## src/rtl/mips_pkg.sv

```systemverilog
// Shared definitions for the multi-cycle MIPS control path: opcodes, ALUOp classes,
// mux select codes and the sequencer state encoding. Optional JAL support: MULTICYCLE_JAL_EN.
package mips_pkg;

    localparam int unsigned OPCODE_W = 6;
    localparam int unsigned ALUOP_W  = 3;

    localparam logic [OPCODE_W-1:0] OpcR    = 6'b000000;
    localparam logic [OPCODE_W-1:0] OpcLw   = 6'b100011;
    localparam logic [OPCODE_W-1:0] OpcSw   = 6'b101011;
    localparam logic [OPCODE_W-1:0] OpcBeq  = 6'b000100;
    localparam logic [OPCODE_W-1:0] OpcBne  = 6'b000101;
    localparam logic [OPCODE_W-1:0] OpcAddi = 6'b001000;
    localparam logic [OPCODE_W-1:0] OpcOri  = 6'b001101;
    localparam logic [OPCODE_W-1:0] OpcLui  = 6'b001111;
    localparam logic [OPCODE_W-1:0] OpcJ    = 6'b000010;
    localparam logic [OPCODE_W-1:0] OpcJal  = 6'b000011;

    // Class codes shared with the ALU control decoder.
    localparam logic [ALUOP_W-1:0] AluOpRtype  = 3'b111;
    localparam logic [ALUOP_W-1:0] AluOpLui    = 3'b110;
    localparam logic [ALUOP_W-1:0] AluOpOri    = 3'b101;
    localparam logic [ALUOP_W-1:0] AluOpAdd    = 3'b100;
    localparam logic [ALUOP_W-1:0] AluOpBranch = 3'b011;
    localparam logic [ALUOP_W-1:0] AluOpMem    = 3'b010;

    localparam logic [1:0] SrcBRt     = 2'b00;
    localparam logic [1:0] SrcBFour   = 2'b01;
    localparam logic [1:0] SrcBImm    = 2'b10;
    localparam logic [1:0] SrcBImmSh2 = 2'b11;

    localparam logic [1:0] PcSrcAlu    = 2'b00;
    localparam logic [1:0] PcSrcAluOut = 2'b01;
    localparam logic [1:0] PcSrcJump   = 2'b10;

    typedef enum logic [3:0] {
        StFetch   = 4'd0,
        StDecode  = 4'd1,
        StMemAddr = 4'd2,
        StMemRead = 4'd3,
        StMemWb   = 4'd4,
        StMemWrite = 4'd5,
        StExecR   = 4'd6,
        StExecI   = 4'd7,
        StAluWb   = 4'd8,
        StBranch  = 4'd9,
        StJump    = 4'd10,
        StJalLink = 4'd11
    } state_e;

    // Successor of DECODE; StFetch doubles as the illegal-opcode exit.
    function automatic state_e decode_next(input logic [OPCODE_W-1:0] opc);
        case (opc)
            OpcLw, OpcSw:             return StMemAddr;
            OpcR:                     return StExecR;
            OpcAddi, OpcOri, OpcLui:  return StExecI;
            OpcBeq, OpcBne:           return StBranch;
            OpcJ:                     return StJump;
`ifdef MULTICYCLE_JAL_EN
            OpcJal:                   return StJalLink;
`endif
            default:                  return StFetch;
        endcase
    endfunction

    function automatic logic opcode_known(input logic [OPCODE_W-1:0] opc);
        return decode_next(opc) != StFetch;
    endfunction

endpackage

```

## src/rtl/multicycle_control_decode.sv

```systemverilog
// Combinational state-to-output decoder for the multi-cycle sequencer.
// MULTICYCLE_JAL_EN adds the JAL_LINK state decode and the link output.
module multicycle_control_decode
    import mips_pkg::*;
(
    input  state_e               state_i,
    input  logic [OPCODE_W-1:0]  opcode_i,
    input  logic                 zero_i,
    output logic [ALUOP_W-1:0]   alu_op_o,
    output logic                 alu_src_a_o,
    output logic [1:0]           alu_src_b_o,
    output logic                 pc_write_o,
    output logic                 ir_write_o,
    output logic                 mem_read_o,
    output logic                 mem_write_o,
    output logic                 reg_write_o,
    output logic                 iord_o,
    output logic [1:0]           pc_src_o,
    output logic                 reg_dst_o,
    output logic                 mem_to_reg_o,
    output logic                 illegal_o
`ifdef MULTICYCLE_JAL_EN
    ,
    output logic                 link_o
`endif
);

    always_comb begin
        alu_op_o     = '0;
        alu_src_a_o  = 1'b0;
        alu_src_b_o  = SrcBRt;
        pc_write_o   = 1'b0;
        ir_write_o   = 1'b0;
        mem_read_o   = 1'b0;
        mem_write_o  = 1'b0;
        reg_write_o  = 1'b0;
        iord_o       = 1'b0;
        pc_src_o     = PcSrcAlu;
        reg_dst_o    = 1'b0;
        mem_to_reg_o = 1'b0;
        illegal_o    = 1'b0;
`ifdef MULTICYCLE_JAL_EN
        link_o       = 1'b0;
`endif
        unique case (state_i)
            StFetch: begin
                mem_read_o  = 1'b1;
                alu_src_b_o = SrcBFour;
                alu_op_o    = AluOpAdd;
                // Write enables are gated by mem_ready in the top.
                ir_write_o  = 1'b1;
                pc_write_o  = 1'b1;
            end
            StDecode: begin
                alu_src_b_o = SrcBImmSh2;
                alu_op_o    = AluOpAdd;
                illegal_o   = !opcode_known(opcode_i);
            end
            StMemAddr: begin
                alu_src_a_o = 1'b1;
                alu_src_b_o = SrcBImm;
                alu_op_o    = AluOpMem;
            end
            StMemRead: begin
                mem_read_o = 1'b1;
                iord_o     = 1'b1;
            end
            StMemWb: begin
                reg_write_o  = 1'b1;
                mem_to_reg_o = 1'b1;
            end
            StMemWrite: begin
                mem_write_o = 1'b1;
                iord_o      = 1'b1;
            end
            StExecR: begin
                alu_src_a_o = 1'b1;
                alu_op_o    = AluOpRtype;
            end
            StExecI: begin
                alu_src_a_o = 1'b1;
                alu_src_b_o = SrcBImm;
                case (opcode_i)
                    OpcOri:  alu_op_o = AluOpOri;
                    OpcLui:  alu_op_o = AluOpLui;
                    default: alu_op_o = AluOpAdd;
                endcase
            end
            StAluWb: begin
                reg_write_o = 1'b1;
                reg_dst_o   = (opcode_i == OpcR);
            end
            StBranch: begin
                alu_src_a_o = 1'b1;
                alu_op_o    = AluOpBranch;
                pc_src_o    = PcSrcAluOut;
                pc_write_o  = ((opcode_i == OpcBeq) && zero_i) ||
                              ((opcode_i == OpcBne) && !zero_i);
            end
            StJump: begin
                pc_src_o   = PcSrcJump;
                pc_write_o = 1'b1;
            end
`ifdef MULTICYCLE_JAL_EN
            StJalLink: begin
                // src_b=00 is a zero operand here, so ALU output is the PC.
                alu_op_o    = AluOpAdd;
                reg_write_o = 1'b1;
                link_o      = 1'b1;
            end
`endif
            default: ;
        endcase
    end

endmodule

```

## src/rtl/multicycle_control.sv

```systemverilog
// Multi-cycle MIPS sequencer: state register and next-state logic around the output decoder.
// MULTICYCLE_JAL_EN enables JAL (opcode 000011) and the link output.
module multicycle_control
    import mips_pkg::*;
(
    input  logic                 clk,
    input  logic                 reset,
    input  logic [OPCODE_W-1:0]  opcode,
    input  logic                 zero,
    input  logic                 mem_ready,
    output logic [ALUOP_W-1:0]   alu_op,
    output logic                 alu_src_a,
    output logic [1:0]           alu_src_b,
    output logic                 pc_write,
    output logic                 ir_write,
    output logic                 mem_read,
    output logic                 mem_write,
    output logic                 reg_write,
    output logic                 iord,
    output logic [1:0]           pc_src,
    output logic                 reg_dst,
    output logic                 mem_to_reg,
    output logic                 illegal
`ifdef MULTICYCLE_JAL_EN
    ,
    output logic                 link
`endif
);

    state_e state_q, state_d, dec_state;
    logic   dec_pc_write, dec_ir_write;

    always_comb begin
        state_d = state_q;
        unique case (state_q)
            StFetch:    if (mem_ready) state_d = StDecode;
            StDecode:   state_d = decode_next(opcode);
            StMemAddr:  state_d = (opcode == OpcLw) ? StMemRead : StMemWrite;
            StMemRead:  if (mem_ready) state_d = StMemWb;
            StMemWb:    state_d = StFetch;
            StMemWrite: if (mem_ready) state_d = StFetch;
            StExecR:    state_d = StAluWb;
            StExecI:    state_d = StAluWb;
            StAluWb:    state_d = StFetch;
            StBranch:   state_d = StFetch;
            StJump:     state_d = StFetch;
            StJalLink:  state_d = StJump;
            default:    state_d = StFetch;
        endcase
    end

    always_ff @(posedge clk) begin
        if (reset) begin
            state_q <= StFetch;
        end else begin
            state_q <= state_d;
        end
    end

    // Decoding FETCH while in reset suppresses any in-flight store or write-back.
    assign dec_state = reset ? StFetch : state_q;

    multicycle_control_decode u_decode (
        .state_i      (dec_state),
        .opcode_i     (opcode),
        .zero_i       (zero),
        .alu_op_o     (alu_op),
        .alu_src_a_o  (alu_src_a),
        .alu_src_b_o  (alu_src_b),
        .pc_write_o   (dec_pc_write),
        .ir_write_o   (dec_ir_write),
        .mem_read_o   (mem_read),
        .mem_write_o  (mem_write),
        .reg_write_o  (reg_write),
        .iord_o       (iord),
        .pc_src_o     (pc_src),
        .reg_dst_o    (reg_dst),
        .mem_to_reg_o (mem_to_reg),
        .illegal_o    (illegal)
`ifdef MULTICYCLE_JAL_EN
        ,
        .link_o       (link)
`endif
    );

    // FETCH commits the instruction only once memory delivers it.
    always_comb begin
        pc_write = dec_pc_write;
        ir_write = dec_ir_write;
        if (dec_state == StFetch) begin
            pc_write = dec_pc_write && mem_ready && !reset;
            ir_write = dec_ir_write && mem_ready && !reset;
        end
    end

endmodule

```

## config.mk

```make
export PLATFORM = sky130hd
export DESIGN_NAME = multicycle_control
export DESIGN_NICKNAME = d
export VERILOG_FILES = /design/src/rtl/mips_pkg.sv /design/src/rtl/multicycle_control_decode.sv /design/src/rtl/multicycle_control.sv
export SDC_FILE = /design/constraint.sdc
export NUM_CORES = 1
export LEC_CHECK = 0
export BUFFER_PORTS_ARGS = -buffer_cell sky130_fd_sc_hd__buf_2
export CAP_MARGIN = 25
export CORE_MARGIN = 2
export CORE_UTILIZATION = 42
export DETAILED_ROUTE_END_ITERATION = 8
export PLACE_DENSITY = 0.82
export SYNTH_ARGS = -nofsm -noshare
export SYNTH_HDL_FRONTEND = slang
export SYNTH_SLANG_ARGS = --single-unit
```

## constraint.sdc

```tcl
create_clock -name clk -period 1.7 [get_ports clk]
set_clock_uncertainty 0.2 [all_clocks]
set_input_delay 0.085 -clock clk [delete_from_list [all_inputs] [get_ports clk]]
set_output_delay 0.085 -clock clk [all_outputs]
set_load 0.05 [all_outputs]
```

==> results_dict.tcl, run 1 <==
set metrics [dict create \
    status "aborted with a tool error" \
    lastStage "global routing" \
    tool.error "[ERROR DPL-0038] Utilization greater than 100%, impossible to legalize" \
    synth-async-reset-ratio_pct 0 \
    htree_num_levels 1 \
    grt_max_degree 12 \
    avgSynthCellArea_um2 6.83 \
    ys_ff_latch 4 \
    clock_sinks 4 \
    cts_made_buffers 3 \
    num_rows 14 \
    ys.flop_type "dfxtp_1" \
    synth_top_area_cell "dfxtp_1" \
    synth-seq-area-share_pct 12.0 \
    synth_area_leaders "dfxtp_1, nor3_1, or3_1, a21oi_1, and4b_1" \
    syn_area_um2 669 \
    boundaryPins 27 \
    post-synth-top-area-fraction_pct 12.0 \
    syn_nets 108 \
    synthCells 98 \
    clockRootBuffer "clkbuf_4" \
    crit_endpoint "alu_op[0]" \
    synth_edf_count 0 \
    gp_congestion 0.894 \
    ys_types 41 \
    port_buffers 26 \
    die_x_um 43.9 \
    initial_utilization_pct 44.4 \
    yosysWarnings 0 \
    pre_cts_ws_ps -97.1 \
    endpoint_type "output port" \
    dp_hpwl_mm 1.73 \
    clockBufferDepth 2 \
    die_y_um 43.9 \
]
[synth_stat cells (2+ instances only)]
cell,instances
xnor2_1,2
nand2b_1,4
nor3_1,7
clkbuf_1,5
o21ai_1,2
a21oi_1,6
buf_2,2
nor2_1,8
nand3_1,2
and4b_1,3
dfxtp_1,4
a32oi_1,2
a31oi_1,2
or2_2,2
buf_6,2
inv_1,2
nand2_1,7
o21bai_1,2
xor2_1,2
o22ai_1,3
nor3b_1,2
nor4_1,4
or3_1,5
[what timing repair did]
item | CTS
setup endpoints to repair | 17
endpoints found under the hold margin | 1
resized for setup | 55
hold buffers | 1
pin swaps | 7
setup buffers | 6
[through the flow]
stage	hold slack, ps	TNS (ps)	std cells	instance area (um^2)
4_1_cts	45.0	-901	164	1360
3_5_place_dp	177	-210	153	1080
3_3_place_gp	171	-119	153	1080
2_1_floorplan	-11.6	-628	98	820
[cell families after synthesis]
kind of cell | count (synthesis) | synth area share [%]
AOI/OAI and AO/OA | 23 | 23.6
muxes | 2 | 3.18
xor gates and xnor gates | 4 | 5.23
buffers and inverters | 12 | 9.35
DFF | 4 | 12.0
and+or+nand+nor | 53 | 46.7
==> run 2: changes to the inputs <==
--- a/config.mk
+++ b/config.mk
@@ -7,10 +7,10 @@
 export LEC_CHECK = 0
 export BUFFER_PORTS_ARGS = -buffer_cell sky130_fd_sc_hd__buf_2
 export CAP_MARGIN = 25
-export CORE_MARGIN = 2
-export CORE_UTILIZATION = 42
+export CORE_AREA = 2 2 63 65
 export DETAILED_ROUTE_END_ITERATION = 8
-export PLACE_DENSITY = 0.82
+export DIE_AREA = 0 0 65 67
+export PLACE_DENSITY_LB_ADDON = 0.15
 export SYNTH_ARGS = -nofsm -noshare
 export SYNTH_HDL_FRONTEND = slang
 export SYNTH_SLANG_ARGS = --single-unit
==> constraint.sdc (replaced) <==
create_clock -name clk -period 2.2 [get_ports clk]
set_clock_uncertainty 0.2 [all_clocks]
set_input_delay 0.11 -clock clk [delete_from_list [all_inputs] [get_ports clk]]
set_output_delay 0.11 -clock clk [all_outputs]
set_load 0.05 [all_outputs]
==> run 2 against run 1 <==
Net effect:
- the flow now finishes without violations
- area after synthesis did not move
- synthesized cell count did not move
==> results_dict.tcl, run 2 <==
set metrics [dict create \
    status "finished clean" \
    initial_utilization_pct 18.6 \
    drt_iter0_markers 23 \
    clock_sinks 4 \
    grt_pass1_wl_mm 3.59 \
    drt.antenna.violating_nets 0 \
    seqCellArea_um2 80.1 \
    crit_chain "nand2b_1 > or3_1 > nor3_1 > a21o_1 > buf_2" \
    dp_hpwl_mm 1.80 \
    boundaryPins 27 \
    critPathArrivalTime_ps 1750 \
    fillers 433 \
    cap_violations 0 \
    peakVddDrop_uv 110 \
    core_um2 3610 \
    hold_viol_final 0 \
    grt_max_degree 15 \
    yosysWarnings 0 \
    first_global_vias 727 \
    synthCells 98 \
    area_delta_synth_final_pct 41.9 \
    cp_max_fo 4 \
    post_cts_buffers 0 \
    clkTransAtPathRegs_ps 30 \
    multi_input_area_um2 562 \
    fmax_ghz 0.487 \
    dr.pass1.iters 4 \
    die_x_um 65 \
    post-synth-top-area-fraction_pct 12.0 \
    n_antenna_cell 0 \
    layout.cells.most_common "buf_2" \
    required_ps 1890 \
    cpMaxStageDelayCell "or3_1" \
    synth_edf_count 0 \
    insertion_delay_ps 220 \
    top_register "state_q" \
    ys.flop_type "dfxtp_1" \
    grt_overflow 0 \
    worst_setup_path_end_kind "output port" \
    clockRootBuffer "clkbuf_8" \
    rsz0062_at_grt "false" \
    synth_area_leaders "dfxtp_1, nor3_1, or3_1, a21oi_1, and4b_1" \
    hold_class "in2reg" \
    drv_slew 0 \
    placed_area_um2 891 \
    layout-drive-gt1-share_pct 38.1 \
    htree_num_levels 1 \
    port_buffers 26 \
    routedWlPerCell_um 12.8 \
    cts_tree "built" \
    synth-seq-area-share_pct 12.0 \
    critPathLaunchType "register" \
    synth-async-reset-ratio_pct 0 \
    post-route-period-util_pct 93.4 \
    fin_area_um2 950 \
    power_switching_uw 124 \
    intPower_uw 239 \
    fin_nets 138 \
    num_rows 22 \
    criticalPathCategory "reg2out" \
    ys_ff_latch 4 \
    top_regs "state_q x4" \
    setup_viol 0 \
    sw_frac_of_total_pct 34.2 \
    drc_errors 0 \
    yosys.cell_count.top_type "nor2_1" \
    syn_area_um2 669 \
    ys_top_cells_by_count "nor2_1, nand2_1, nor3_1" \
    final_cell_mix "buf_2, nor2_1, nand2_1, buf_4" \
    fin_crit_ps 2060 \
    p_leak_nw 0.406 \
    avgSynthCellArea_um2 6.83 \
    pwr-share-seq_pct 21.3 \
    drt_wl_total_mm 2.24 \
    die_area_um2 4360 \
    gp_congestion 0.760 \
    antenna_found_initial 0 \
    worst_pin_slew_ps 362 \
    ys_types 41 \
    maxSlewHeadroom_pct 75.8 \
    clockBufferDepth 2 \
    largest_reg_flops 4 \
    die_y_um 67 \
    clkPwrFrac_pct 42.4 \
    slowest_delay_ps 410 \
    pre_cts_ws_ps 305 \
    cts_made_buffers 3 \
    grt_use_total_pct 10.7 \
    power_frac_comb_pct 36.3 \
    syn_nets 108 \
    synth_top_area_cell "dfxtp_1" \
    fin_ws_ps 145 \
    power.density_nw_per_um2 382 \
    viasPerCell 4.78 \
    dr_total_vias 832 \
]
## run 2: cell counts after synthesis
Identical to the previous run, type by type.
## run 2: cell families (layout without fill, tap and decap cells)
| logic type | Yosys count | count (layout) | synth area share [%] |
|---|---|---|---|
| buffers and inverters | 12 | 40 | 9.35 |
| XOR/XNOR | 4 | 4 | 5.23 |
| multiplexers | 2 | 2 | 3.18 |
| AND/OR/NAND/NOR | 53 | 53 | 46.7 |
| flip-flops | 4 | 4 | 12.0 |
| AO/OA/AOI/OAI | 23 | 23 | 23.6 |
## run 2: layout make-up
cell class,instances,area share [%]
multi-input cells,82,59.2
repair buffers,34,20.6
flip-flops and latches,4,8.43
well taps,48,6.32
clock buffers,3,4.35
inverters,3,1.19
## run 2: repair_timing
action	in CTS	in global routing
hold buffers	1	0
endpoints found under the setup margin	0	2
gates resized for setup	0	2
hold endpoints to repair	1	0
## run 2: critical path: cells and delay by family, from the launching register on
kind | cells | cell delay [ps]
compound gates | 1 | 130
flops | 1 | 330
simple gates | 3 | 830
buf+inv | 1 | 250
## run 2: worst paths after layout
path / end / startpoint / slack (ps) / cells after the start
max reg2reg: state_q[1] / state_q[0] / 370 / 5
min reg2reg: state_q[1] / state_q[1] / 450 / 2
max: pc_write / state_q[2] / 140 / 5
min: state_q[1] / opcode[4] / 100 / 3
## run 2: stage by stage
stage	total power, mW	hold WS (ps)	std cells	TNS [ps]	utilization, %
floorplan	0.172	23.1	98	-108	-
global placement	0.208	213	170	0	24.7
detailed placement	0.208	221	170	0	24.7
CTS	0.367	89.5	174	0	26.1
global route	0.379	121	174	0	26.3
finish	0.363	95.4	174	0	26.3
## run 2: power groups by stage
stage / Clock [mW] / Combinational, mW / Sequential (mW)
CTS: 0.158 / 0.132 / 0.0773
finish: 0.154 / 0.132 / 0.0773
floorplan: 0 / 0.0921 / 0.0797
detailed placement: 0 / 0.130 / 0.0780
global placement: 0 / 0.129 / 0.0782
global route: 0.160 / 0.142 / 0.0775
## run 2: layer usage
layer	up-vias	part of all wire (%)	global-route usage (%)
met3	0	3.2	1.69
met2	15	44	15.2
met1	394	53	15.5
li1	423	-	-
met4	0	0	4.79
met5	-	0	0
Note: power is estimated with default switching activity, not from simulation.
==> run 3: changes to the inputs <==
--- a/config.mk
+++ b/config.mk
@@ -13,4 +13,5 @@
 export PLACE_DENSITY_LB_ADDON = 0.15
 export SYNTH_ARGS = -nofsm -noshare
 export SYNTH_HDL_FRONTEND = slang
+export SYNTH_HIERARCHICAL = 1
 export SYNTH_SLANG_ARGS = --single-unit
==> run 3 against run 2 <==
Net effect:
- non-clock buffer count is 1 higher
- synthesized cell count up 13%
- sequential cell count did not move
==> results_dict.tcl, run 3 <==
set metrics [dict create \
    status "finished clean" \
    worst_pin_slew_ps 571 \
    dr.pass1.iters 4 \
    fillers 414 \
    port_buffers 26 \
    grt_max_degree 14 \
    setup_viol 0 \
    synth_top_area_cell "dfxtp_1" \
    layout.cells.most_common "buf_2" \
    first_global_vias 874 \
    layout-drive-gt1-share_pct 36.6 \
    power_frac_comb_pct 47.6 \
    criticalPathCategory "reg2out" \
    clockRootBuffer "clkbuf_8" \
    synth-seq-area-share_pct 10.1 \
    dr_total_vias 933 \
    die_y_um 67 \
    drt.antenna.violating_nets 0 \
    critPathArrivalTime_ps 1790 \
    fin_area_um2 1080 \
    peakVddDrop_uv 462 \
    power_switching_uw 175 \
    power.density_nw_per_um2 413 \
    top_regs "state_q x4" \
    hold_viol_final 0 \
    drt_wl_total_mm 2.35 \
    ys_types 42 \
    sw_frac_of_total_pct 39.2 \
    rsz0062_at_grt "false" \
    boundaryPins 27 \
    placed_area_um2 1030 \
    dp_hpwl_mm 1.87 \
    cp_max_fo 5 \
    post-synth-top-area-fraction_pct 10.1 \
    ys_top_cells_by_count "nand2b_1, nor2_1, nor2b_1" \
    fmax_ghz 0.476 \
    synth_top_family_by_area "simple AND/OR/NAND/NOR gates" \
    yosys.area_share.adder_pct 1.26 \
    grt_use_total_pct 11.6 \
    clkPwrFrac_pct 34.5 \
    final_cell_mix "buf_2, nor2_1, nand2b_1, buf_4, nor2b_1" \
    fin_nets 154 \
    largest_reg_flops 4 \
    htree_num_levels 1 \
    synth_simple_gate_area_share_pct 51.7 \
    gp_congestion 0.794 \
    initial_utilization_pct 22.0 \
    intPower_uw 272 \
    p_total_uw 447 \
    ys.flop_type "dfxtp_1" \
    synth_area_leaders "dfxtp_1, nand2b_1, nor2b_1, buf_2, nor2_1" \
    syn_area_um2 792 \
    area_delta_synth_final_pct 36.7 \
    syn_nets 121 \
    synth-async-reset-ratio_pct 0 \
    ys_ff_latch 4 \
    cts_made_buffers 3 \
    synthMuxAreaShare_pct 3.79 \
    clockBufferDepth 2 \
    die_x_um 65 \
    clkTransAtPathRegs_ps 30 \
    cts_tree "built" \
    routedWlPerCell_um 12.4 \
    drc_errors 0 \
    synth_xor_area_share_pct 4.42 \
    synth_edf_count 0 \
    n_antenna_cell 0 \
    synth_compound_area_share_pct 23.4 \
    cap_violations 0 \
    post-route-period-util_pct 95.4 \
    drv_slew 0 \
    top_register "state_q" \
    setup.worst_path.start "state_q[1]" \
    yosysWarnings 6 \
    pwr-share-seq_pct 17.9 \
    critPathLaunchType "register" \
    die_area_um2 4360 \
    worstReg2RegStart "state_q[3]" \
    fin_crit_ps 2100 \
    synthCells 111 \
    placed_cells 186 \
    grt_overflow 0 \
    drt_iter0_markers 42 \
    antenna_found_initial 0 \
    setup_tns_ps 0 \
    worstHoldStart "mem_ready" \
    finalNonFillerCells 190 \
    p_leak_nw 0.430 \
    grt_pass1_wl_mm 4.01 \
    hold_class "in2reg" \
    worst_setup_path_end_kind "output port" \
    maxSlewHeadroom_pct 61.6 \
    required_ps 1890 \
    insertion_delay_ps 220 \
    post_cts_buffers 0 \
    viasPerCell 4.91 \
    clock_sinks 4 \
    avgSynthCellArea_um2 7.14 \
    core_um2 3610 \
    num_rows 22 \
]
==> run 3: changes by cell type after synthesis, sizes merged, moves of 3 or more <==
| cell | previous run | this run |
|---|---|---|
| nand2b | 5 | 10 |
| nor2b | 1 | 9 |
| buf | 4 | 7 |
| o22ai | 4 | 1 |
| o2bb2ai | 0 | 3 |
| and2 | 0 | 3 |
| clkbuf | 5 | 0 |
| and4b | 3 | 0 |
==> run 3: path summary, 6_finish.rpt <==
path	to	slack [ps]	cells past startpoint
setup reg to reg	state_q[1]	390	5
hold reg to reg	state_q[2]	410	2
hold / removal	state_q[3]	40	3
setup / recovery	alu_op[0]	100	5
==> run 3: layout make-up <==
| cell class | count | area, um^2 | share of cell area (%) |
|---|---|---|---|
| tap | 48 | 60.1 | 5.55 |
| inverter | 2 | 7.51 | 0.694 |
| timing repair buffer | 35 | 200 | 18.5 |
| multi-input combinational | 98 | 693 | 64.0 |
| sequential | 4 | 80.1 | 7.40 |
| clock buffer | 3 | 41.3 | 3.82 |
==> run 3: kinds of logic (layout without fill, tap and decap cells) <==
| group | after synthesis | after routing |
|---|---|---|
| compound gates | 24 | 24 |
| buf+inv | 9 | 40 |
| xor+xnor | 4 | 4 |
| simple gates | 66 | 66 |
| fa+ha+maj | 1 | 1 |
| mux | 3 | 3 |
| flops | 4 | 4 |
==> run 3: repair_timing <==
action | 4_1_cts | 5_1_grt
hold buffers | 1 | 0
setup endpoints to repair | 1 | 1
gates cloned | 0 | 0
resized for setup | 1 | 1
hold endpoints to repair | 1 | 0
==> run 3: per-stage QoR <==
step / util, % / setup slack [ps] / hold WS, ps
CTS: 29.9 / 99.9 / 43.3
detailed placement: 28.5 / 212 / 204
floorplan: - / -135 / -10.7
global route: 30.0 / 14.8 / 86.9
finish: 30.0 / 101 / 44.3
global placement: 28.5 / 297 / 201
==> run 3: power by group through the flow <==
stage | registers, mW | clock network [mW] | logic (mW)
4_1_cts | 0.0797 | 0.159 | 0.212
3_3_place_gp | 0.0810 | 0 | 0.210
2_1_floorplan | 0.0807 | 0 | 0.150
3_5_place_dp | 0.0807 | 0 | 0.210
5_1_grt | 0.0803 | 0.166 | 0.232
6_report | 0.0798 | 0.154 | 0.213
==> run 3: critical path, cell delays in order, from the launching register on <==
cell	delay (ps)
dfxtp_1	320
nor2b_2	290
nand2b_4	80
or3_1	410
o221ai_1	180
buf_2	290
==> run 3: routing by layer <==
metal  up-vias  wire length, um  share of wire, %  GRT usage (%)
met4         0                0                 0           1.60
met2        25             1070                46           19.5
met3         0              126               5.4           3.38
li1        474                -                 -              -
met1       434             1150                49           15.0
met5         -                0                 0              0
